$ cat config.mk
export PLATFORM = sky130hd
export DESIGN_NAME = arb_update_ctrl
export DESIGN_NICKNAME = d
export VERILOG_FILES = /design/src/rtl/arb_update_ctrl.sv
export SDC_FILE = /design/constraint.sdc
export NUM_CORES = 1
export LEC_CHECK = 0
export ABC_CLOCK_PERIOD_IN_PS = 16100
export BUFFER_PORTS_ARGS = -buffer_cell sky130_fd_sc_hd__clkbuf_2
export CAP_MARGIN = 10
export CORE_AREA = 2 2 232 188
export CTS_CLUSTER_SIZE = 10
export DETAILED_ROUTE_END_ITERATION = 7
export DIE_AREA = 0 0 234 190
export GPL_ROUTABILITY_DRIVEN = 0
export PLACE_DENSITY = 0.69
export SLEW_MARGIN = 20
export SYNTH_ARGS = -nofsm -noshare
export SYNTH_HDL_FRONTEND = slang
export SYNTH_SLANG_ARGS = --single-unit
$ cat constraint.sdc
create_clock -name clk -period 16.1 [get_ports clk]
set_input_delay 3.22 -clock clk [delete_from_list [all_inputs] [get_ports clk]]
set_output_delay 3.22 -clock clk [all_outputs]
set_load 0.02 [all_outputs]
$ cat src/rtl/arb_update_ctrl.sv
// Run controller for the arbitrage graph: buffers edge updates, writes each one into
// AdjMat as a forward/reverse pair, then sequences Bellman and optional CycleDetect runs.
module arb_update_ctrl #(
  parameter int NUM_VERT   = 32,
  parameter int VID_W      = 5,
  parameter int W_W        = 32,
  parameter int FIFO_DEPTH = 8,
  parameter int BATCH      = 4,
  parameter int DO_CYCLE   = 1,
  parameter int TIMEOUT    = 65535
) (
  input  logic                    clk,
  input  logic                    ctrl_reset,
  input  logic                    upd_valid,
  output logic                    upd_ready,
  input  logic [VID_W-1:0]        upd_src,
  input  logic [VID_W-1:0]        upd_dst,
  input  logic signed [W_W-1:0]   upd_w,
  output logic                    adj_we,
  output logic [VID_W-1:0]        adj_row,
  output logic [VID_W-1:0]        adj_col,
  output logic signed [W_W-1:0]   adj_data,
  output logic                    bellman_reset,
  input  logic                    bellman_done,
  input  logic [VID_W-1:0]        bellman_row,
  input  logic [VID_W-1:0]        bellman_col,
  output logic                    cycle_reset,
  input  logic                    cycle_done,
  input  logic [VID_W-1:0]        cycle_row,
  input  logic [VID_W-1:0]        cycle_col,
  output logic                    busy,
  output logic                    run_done,
  output logic                    run_timeout,
  output logic [7:0]              drop_count
);

  localparam int PTR_W = (FIFO_DEPTH > 1) ? $clog2(FIFO_DEPTH) : 1;
  localparam int CNT_W = $clog2(FIFO_DEPTH + 1);
  localparam int BC_W  = $clog2(BATCH + 1);
  localparam int WD_W  = $clog2(TIMEOUT + 1);
  localparam int E_W   = 2 * VID_W + W_W;

  typedef enum logic [2:0] {
    IDLE, WR_FWD, WR_REV, START_BF, RUN_BF, START_CD, RUN_CD, FIN
  } state_t;

  state_t state, state_nxt;

  logic [E_W-1:0]          mem [FIFO_DEPTH];
  logic [PTR_W-1:0]        wr_ptr, rd_ptr;
  logic [CNT_W-1:0]        count;
  logic [BC_W-1:0]         bcnt, bcnt_inc;
  logic [WD_W-1:0]         wdog;
  logic [VID_W-1:0]        cur_src, cur_dst, head_src, head_dst;
  logic signed [W_W-1:0]   cur_w, head_w;
  logic                    empty, full, id_ok, xfer, accept;
  logic                    bypass, pop, push, load, more_rev;
  logic                    run_state, timeout_hit, first_run_cyc;

  function automatic logic signed [W_W-1:0] neg_sat(input logic signed [W_W-1:0] x);
    if (x == {1'b1, {(W_W-1){1'b0}}})
      return {1'b0, {(W_W-1){1'b1}}};
    return -x;
  endfunction

  function automatic logic [7:0] sat_inc8(input logic [7:0] x);
    return (x == 8'hFF) ? x : x + 8'd1;
  endfunction

  assign empty     = (count == '0);
  assign full      = (count == CNT_W'(FIFO_DEPTH));
  assign upd_ready = !full;
  assign xfer      = upd_valid && upd_ready;
  assign id_ok     = (upd_src != upd_dst) && (32'(upd_src) < 32'(NUM_VERT)) &&
                     (32'(upd_dst) < 32'(NUM_VERT));
  assign accept    = xfer && id_ok;
  assign bcnt_inc  = bcnt + BC_W'(1);
  assign more_rev  = !empty && (bcnt_inc < BC_W'(BATCH));

  // An update arriving at an idle, empty controller skips the FIFO so its first write
  // lands in the very next cycle.
  assign bypass = (state == IDLE) && empty && accept && (bcnt < BC_W'(BATCH));
  assign pop    = ((state == IDLE) && !empty && (bcnt < BC_W'(BATCH))) ||
                  ((state == WR_REV) && more_rev);
  assign push   = accept && !bypass;
  assign load   = pop || bypass;

  assign {head_src, head_dst, head_w} = mem[rd_ptr];

  assign run_state     = (state == RUN_BF) || (state == RUN_CD);
  assign timeout_hit   = run_state && (wdog == WD_W'(TIMEOUT));
  // Done is still the previous run's level during the first cycle after a start pulse.
  assign first_run_cyc = (wdog == '0);

  always_ff @(posedge clk) begin
    if (ctrl_reset) state <= IDLE;
    else            state <= state_nxt;
  end

  always_comb begin
    state_nxt = state;
    case (state)
      IDLE:     if (load) state_nxt = WR_FWD;
      WR_FWD:   state_nxt = WR_REV;
      WR_REV:   state_nxt = more_rev ? WR_FWD : START_BF;
      START_BF: state_nxt = RUN_BF;
      RUN_BF: begin
        if (timeout_hit)
          state_nxt = FIN;
        else if (bellman_done && !first_run_cyc)
          state_nxt = (DO_CYCLE != 0) ? START_CD : FIN;
      end
      START_CD: state_nxt = RUN_CD;
      RUN_CD: begin
        if (timeout_hit || (cycle_done && !first_run_cyc))
          state_nxt = FIN;
      end
      FIN:      state_nxt = IDLE;
      default:  state_nxt = IDLE;
    endcase
  end

  always_comb begin
    adj_we        = 1'b0;
    adj_row       = '0;
    adj_col       = '0;
    adj_data      = '0;
    bellman_reset = 1'b0;
    cycle_reset   = 1'b0;
    run_done      = 1'b0;
    case (state)
      WR_FWD: begin
        adj_we   = 1'b1;
        adj_row  = cur_src;
        adj_col  = cur_dst;
        adj_data = cur_w;
      end
      WR_REV: begin
        adj_we   = 1'b1;
        adj_row  = cur_dst;
        adj_col  = cur_src;
        adj_data = neg_sat(cur_w);
      end
      START_BF: bellman_reset = 1'b1;
      RUN_BF: begin
        adj_row = bellman_row;
        adj_col = bellman_col;
      end
      START_CD: cycle_reset = 1'b1;
      RUN_CD: begin
        adj_row = cycle_row;
        adj_col = cycle_col;
      end
      FIN:      run_done = 1'b1;
      default: ;
    endcase
  end

  assign busy = (state != IDLE) || !empty;

  always_ff @(posedge clk) begin
    if (ctrl_reset) begin
      wr_ptr      <= '0;
      rd_ptr      <= '0;
      count       <= '0;
      bcnt        <= '0;
      wdog        <= '0;
      run_timeout <= 1'b0;
      drop_count  <= '0;
    end else begin
      if (push) wr_ptr <= wr_ptr + PTR_W'(1);
      if (pop)  rd_ptr <= rd_ptr + PTR_W'(1);
      case ({push, pop})
        2'b10:   count <= count + CNT_W'(1);
        2'b01:   count <= count - CNT_W'(1);
        default: ;
      endcase
      if (state == WR_REV)   bcnt <= bcnt_inc;
      else if (state == FIN) bcnt <= '0;
      if ((state == START_BF) || (state == START_CD)) wdog <= '0;
      else if (run_state)                             wdog <= wdog + WD_W'(1);
      if (timeout_hit) run_timeout <= 1'b1;
      if (xfer && !id_ok) drop_count <= sat_inc8(drop_count);
    end
  end

  always_ff @(posedge clk) begin
    if (push) mem[wr_ptr] <= {upd_src, upd_dst, upd_w};
    if (load) begin
      cur_src <= pop ? head_src : upd_src;
      cur_dst <= pop ? head_dst : upd_dst;
      cur_w   <= pop ? head_w   : upd_w;
    end
  end

endmodule

* Yosys cells after proc, flatten, opt, wreduce, memory -nomap -nowiden *
Memories as Yosys holds them, arrays and structs flattened. A register that Yosys moved wholly into a read port is not among the register bits.
Index checks and enable logic that the tools add are counted.
Widths: inputs -> output; s select.

cells by class
  equal/unequal tests = 17
  add/sub/neg operators = 8
  order comparisons = 2
  mux-type cells = 27
  bitwise logic cells = 1
  reductions and logical operators = 35

operator list
  operator               count
  $mux 32                3
  $pmux 32 s2            1
  $pmux 5 s4             2
  $eq 32x32->1 const B   1
  $neg 32->32            1
  $mux 3                 8
  $pmux 3 s8             1
  $add 16x1->16 const B  1
  $eq 16x16->1 const B   1
  $logic_not 16->1       1
  $logic_and 1x1->1      14
  $eq 3x3->1 const B     4
  $mux 5                 2
  $add 3x1->3 const B    3
  $add 8x1->8 const B    1
  $eq 8x8->1 const B     1
  $mux 1                 8
  $pmux 4 s2             1
  $eq 3x2->1 const B     2
  $logic_or 1x1->1       6
  $lt 3x3->1 const B     2
  $logic_not 1->1        5
  $ne 5x5->1             1
  $add 4x1->4 const B    1
  other kinds (17)       19

word-level totals
  logic and storage cells = 102
  input port bits = 67
  register bits = 83
  RAM bits = 336
  memories = 1
  output and inout bits = 57

memories
  memory  depth  bits a word  rd ports  clocked after Yosys merged registers in  wr ports  line  text
  mem     8      42           1         1                                        1         49    logic [E_W-1:0] mem [FIFO_DEPTH];

* Logic depth before layout (Yosys ltp) *
  depth in word-level cells = 10
  gate-level depth with buffers = 12
  depth with buffers taken out = 12

* Worst setup path before layout *
No wires, ideal clock.

  path kind = input-to-reg
  from = in upd_src[1]
  to = mem mem[2][0] in the netlist's numbering, enable pin
  path slack = 7232 ps
  library setup time = 561 ps
  stages on the path = 5
  data arrival time = 8307 ps
  buffers on the path = 0
  data required time = 15539 ps
  cell sequence = xor2_1 nor2_1 a21oi_2 clkinv_2 nor4b_1

on the way
  cells in the longest elaborated chain, start to end = 8

ends and longest elaborated chain
  item                             line  text
  start, declared                  16    input logic [VID_W-1:0] upd_src,
  $ne 5x5->1 *                     74    assign id_ok = (upd_src != upd_dst) && (32'(upd_src) < 32'(NUM_VERT)) &&
  $logic_and 1x1->1 *              76    assign accept = xfer && id_ok;
  $logic_and 1x1->1 (2 in series)  82    assign bypass = (state == IDLE) && empty && accept && (bcnt < BC_W'(BATCH));
  $logic_not 1->1                  85    assign push = accept && !bypass;
  $logic_and 1x1->1 *              85
  $mux 1 *                         188   if (push) mem[wr_ptr] <= {upd_src, upd_dst, upd_w};
  $mux 1 (not written as such) *   188
  end, declared                    49

Every way passes the cells marked *; elsewhere a longest branch is shown, timed or not.

* Worst setup path after layout *
  from = in cycle_row[3]
  to = out adj_row[3]

on the way
  cells in the longest elaborated chain, start to end = 1

ends and longest elaborated chain
  item             line  text
  start, declared  29    input logic [VID_W-1:0] cycle_row,
  $pmux 5 s4       131   case (state)
  end, declared    20    output logic [VID_W-1:0] adj_row,

Every way passes these cells.

==> impl_summary.log <==
INFO  metric initial_utilization = 42.3%
INFO  metric synth_enable_flop_cells = 378
INFO  metric portBuffers = 123
INFO  metric clkSlewWorstSetupHoldPaths = 0.06 ns
INFO  metric fin_nets = 1,341
INFO  metric timing.reg2reg.worst_path_depth = 12
INFO  metric grt_util_all_layers = 17.6%
INFO  metric cts_setup_buffers = 0
INFO  metric share_of_yosys_cell_area_claimed_by_the_top_area_cell_type = 63.2%
INFO  metric synth_seq_cells = 422
INFO  metric worstReg2RegEnd = count[2]
INFO  metric critical-path-max-stage-delay = 0.21 ns
INFO  metric timing.setup.critical_path_class = in -> out
INFO  metric startpoint_types = primary input
INFO  metric mappedNetlistArea = 0.0180 sq mm
INFO  metric die_w = 234 um
INFO  metric clock-sinks = 422
INFO  metric fin_skew = 0.0135 ns
INFO  metric r2r_setup_slack = 12.25 ns
INFO  metric hold_path_class = reg -> reg
INFO  metric yosys-mux-area-fraction = 13.7%
INFO  metric global_route_wire_length_before_repair = 59.8 mm
INFO  metric yosys.area_share.xor_xnor = 1.41%
INFO  metric ys.flop_type = sky130_fd_sc_hd__edfxtp_1
INFO  metric core_area = 0.0425 sq mm
INFO  metric drc_errors = 0
INFO  metric grt_antenna_before_repair = 4
INFO  metric slew_violations = 0
INFO  metric cts_hold_repair.buffers = 0
INFO  metric syn2layout_area_growth = 14.3%
INFO  metric setup_viol = 0
INFO  metric cts_inserted_buffers = 49
INFO  metric avgSynthCellArea = 15.8 sq um
INFO  metric crit_fanout = 1
INFO  metric power.static_leakage = 6.74 nW
INFO  metric via_count_of_the_first_global_routing_pass = 10,200
INFO  metric worst_hold_slack = 0.457 ns
INFO  metric drtPass1Iterations = 5
INFO  metric die_height = 190 um
INFO  metric worstSetupEndpointType = output port
INFO  metric relSlewSlack = 32.9%
INFO  metric highest_clock_rate = 0.143 GHz
INFO  metric hold_path_startpoint = run_timeout
INFO  metric holdPathEnd = run_timeout
INFO  metric maxCapViolations = 0
INFO  metric synth.lib_cells_used.distinct = 72
INFO  metric final_layout_size_suffix_gt1_share = 24.4%
INFO  metric detailroute.via_count = 10,400
INFO  metric worstSkewPairLatency = 0.55 ns
INFO  metric rsz_0062_raised_after_global_routing = false
INFO  metric finalWorstSetupSlack = 9.10 ns
INFO  metric route.detailed.vias_per_inst = 5.62
INFO  metric timing.final.hold_violations = 0
INFO  metric grt_max_degree = 90
INFO  metric clock-root-buffer = sky130_fd_sc_hd__clkbuf_16
INFO  metric cells_along_the_critical_path = clkbuf_2 -> mux2i_1 -> o22ai_1 -> clkbuf_2
INFO  metric syn_nets = 1,218
INFO  metric critPathMostFrequentCell = sky130_fd_sc_hd__clkbuf_2
INFO  metric antenna_left = 0
INFO  metric leftover_overflow_at_the_end_of_global_routing = 0
INFO  metric ys.warnings.count = 0
INFO  metric worstReg2RegStart = state[1]
INFO  metric critical-path-slowest-cell = sky130_fd_sc_hd__o22ai_1
INFO  metric finalWorstPathRequiredPeriod = 7.00 ns
INFO  metric dpl.hpwl = 22.1 mm
INFO  metric synth_compound_area_share = 5.90%
INFO  metric yosys.area.top_type = sky130_fd_sc_hd__edfxtp_1
INFO  metric dominant_combinational_cell_family_by_area_after_synthesis = multiplexers
INFO  metric clockBufferDepth = 3
INFO  metric crit_path_start = cycle_row[3]
INFO  metric arrival = 3.78 ns
INFO  metric initialDrtViolationCount = 846
INFO  metric vdd_drop_max = 0.0985 mV
INFO  metric ctsResizeCount = 0
INFO  metric synth-async-reset-ratio = 0%
INFO  metric post_synth_adder_cell_area = 0.696%
INFO  metric die_area = 0.0445 sq mm
INFO  metric synth.top_cells.by_area = sky130_fd_sc_hd__edfxtp_1 (63%), sky130_fd_sc_hd__mux4_2 (11%), sky130_fd_sc_hd__dfxtp_1 (4.9%)
INFO  metric htree_levels = 2
INFO  metric floorplan.rows = 68
INFO  metric synth_seq_area_share = 68.1%
INFO  metric timing_worst_slew_pin_value = 1.01 ns
INFO  metric post-route-period-util = 43.5%
INFO  metric crit_required = 12.88 ns
INFO  metric ios = 124
INFO  metric status = finished clean
INFO  metric wl = 38.7 mm
INFO  metric tritoncts = done
INFO  metric wl_per_cell = 20.9 um
INFO  metric worstHoldPathCells = 2
INFO  metric simple_gate_fraction_of_synth_area = 8.31%
INFO  metric synthesis.instances = 1,141
INFO  metric place_ws = 9.10 ns
INFO  metric final.setup.tns = 0 ns
INFO  metric power.density = 163 mW/mm^2
[synth_stat cells, types with 3 or more instances]
library cell	count
sky130_fd_sc_hd__buf_2	21
sky130_fd_sc_hd__and3_1	5
sky130_fd_sc_hd__clkbuf_1	38
sky130_fd_sc_hd__nor2b_1	7
sky130_fd_sc_hd__or3_1	15
sky130_fd_sc_hd__nor2_1	59
sky130_fd_sc_hd__xnor2_1	8
sky130_fd_sc_hd__a31oi_1	4
sky130_fd_sc_hd__nand2b_1	5
sky130_fd_sc_hd__nor4_1	15
sky130_fd_sc_hd__nand4_1	12
sky130_fd_sc_hd__nand2_1	90
sky130_fd_sc_hd__nor3_1	17
sky130_fd_sc_hd__and4_1	4
sky130_fd_sc_hd__and2_1	3
sky130_fd_sc_hd__ha_1	10
sky130_fd_sc_hd__nand3_1	20
sky130_fd_sc_hd__xor2_1	21
sky130_fd_sc_hd__mux4_2	84
sky130_fd_sc_hd__o31ai_1	8
sky130_fd_sc_hd__dfxtp_1	44
sky130_fd_sc_hd__or2_2	3
sky130_fd_sc_hd__edfxtp_1	378
sky130_fd_sc_hd__o211ai_1	5
sky130_fd_sc_hd__nor3_2	4
sky130_fd_sc_hd__buf_1	3
sky130_fd_sc_hd__a21oi_1	32
sky130_fd_sc_hd__inv_1	13
sky130_fd_sc_hd__nor4b_1	4
sky130_fd_sc_hd__or4_1	3
sky130_fd_sc_hd__a22oi_1	15
sky130_fd_sc_hd__buf_4	4
sky130_fd_sc_hd__o22ai_1	10
sky130_fd_sc_hd__nor4_2	3
sky130_fd_sc_hd__nand3b_1	3
sky130_fd_sc_hd__o21ai_0	75
sky130_fd_sc_hd__mux2i_1	55
[placed cells by master, fill, tap and decap left out, drive strengths merged, types with 12 or more instances in the layout]
master	synthesis	layout
nand4	12	12
or3	15	15
edfxtp	378	378
clkbuf	38	191
nor3	21	21
inv	13	14
mux2i	55	55
dfxtp	44	44
xor2	21	21
o21ai	76	76
a22oi	15	15
mux4	84	84
nand2	90	90
nand3	22	22
nor4	20	20
buf	29	16
nor2	59	59
a21oi	33	33
[final cells by class]
cell class	instances	area (sq um)
diodes	3	7.51
clock buffers	68	1320
clock inverters	4	33.8
fillers	3553	21900
inverters	14	53.8
multi-input cells	638	5460
flip-flops and latches	422	12200
well taps	560	701
repair buffers	139	736
[logic make-up after synthesis]
| kind of cell | after synthesis |
|---|---|
| adder cells (fa/ha/maj) | 10 |
| AND/OR/NAND/NOR | 286 |
| AO/OA/AOI/OAI | 173 |
| buffers and inverters | 81 |
| XOR/XNOR | 29 |
| multiplexers | 140 |
| flip-flops | 422 |
[report_power, final]
part	switching, mW	leakage (nW)	internal, mW
Clock	0.396	0.654	0.562
Sequential	0.139	3.81	1.39
Combinational	0.523	2.28	0.337
[registers in the layout (all words and copies together), names as in the netlist, named ones only]
register	cells
wdog	16
bcnt	3
state	3
cur_w	32
count	4
mem	336
rd_ptr	3
drop_count	8
wr_ptr	3
cur_dst	5
run_timeout	1
cur_src	5
[metal layers]
| metal | part of all wire, % | vias up | global-route usage, % |
|---|---|---|---|
| met3 | 6.2 | 70 | 3.72 |
| li1 | - | 4769 | - |
| met2 | 48 | 287 | 28.5 |
| met5 | 0.036 | - | 0 |
| met4 | 2.1 | 2 | 4.92 |
| met1 | 43 | 5250 | 24.0 |
[critical path: cells and delay by family]
kind / cells / cell delay, ns
multiplexers: 1 / 0.06
AO/OA/AOI/OAI: 1 / 0.21
buffers and inverters: 2 / 0.29
[through the flow]
step | cell area (sq um) | utilization [%] | power (mW) | cells
2_1_floorplan | 18000 | - | 2.13 | 1141
3_3_place_gp | 19200 | 45.2 | 2.39 | 1773
3_5_place_dp | 19200 | 45.2 | 2.41 | 1773
4_1_cts | 20500 | 48.4 | 3.38 | 1845
5_1_grt | 20500 | 48.4 | 3.51 | 1845
6_report | 20500 | 48.4 | 3.34 | 1848
[how the worst max path moves through the flow]
stage	to	slack [ns]	depth (start not counted)
3_5_place_dp	adj_col[0]	9.10	4
2_1_floorplan	mem[2][0]	7.23	5
6_report	adj_row[3]	9.10	4
5_1_grt	adj_data[25]	9.03	6
4_1_cts	adj_col[0]	9.10	4
3_3_place_gp	adj_col[0]	9.14	4
No activity file was read; power rests on OpenSTA's default activity.
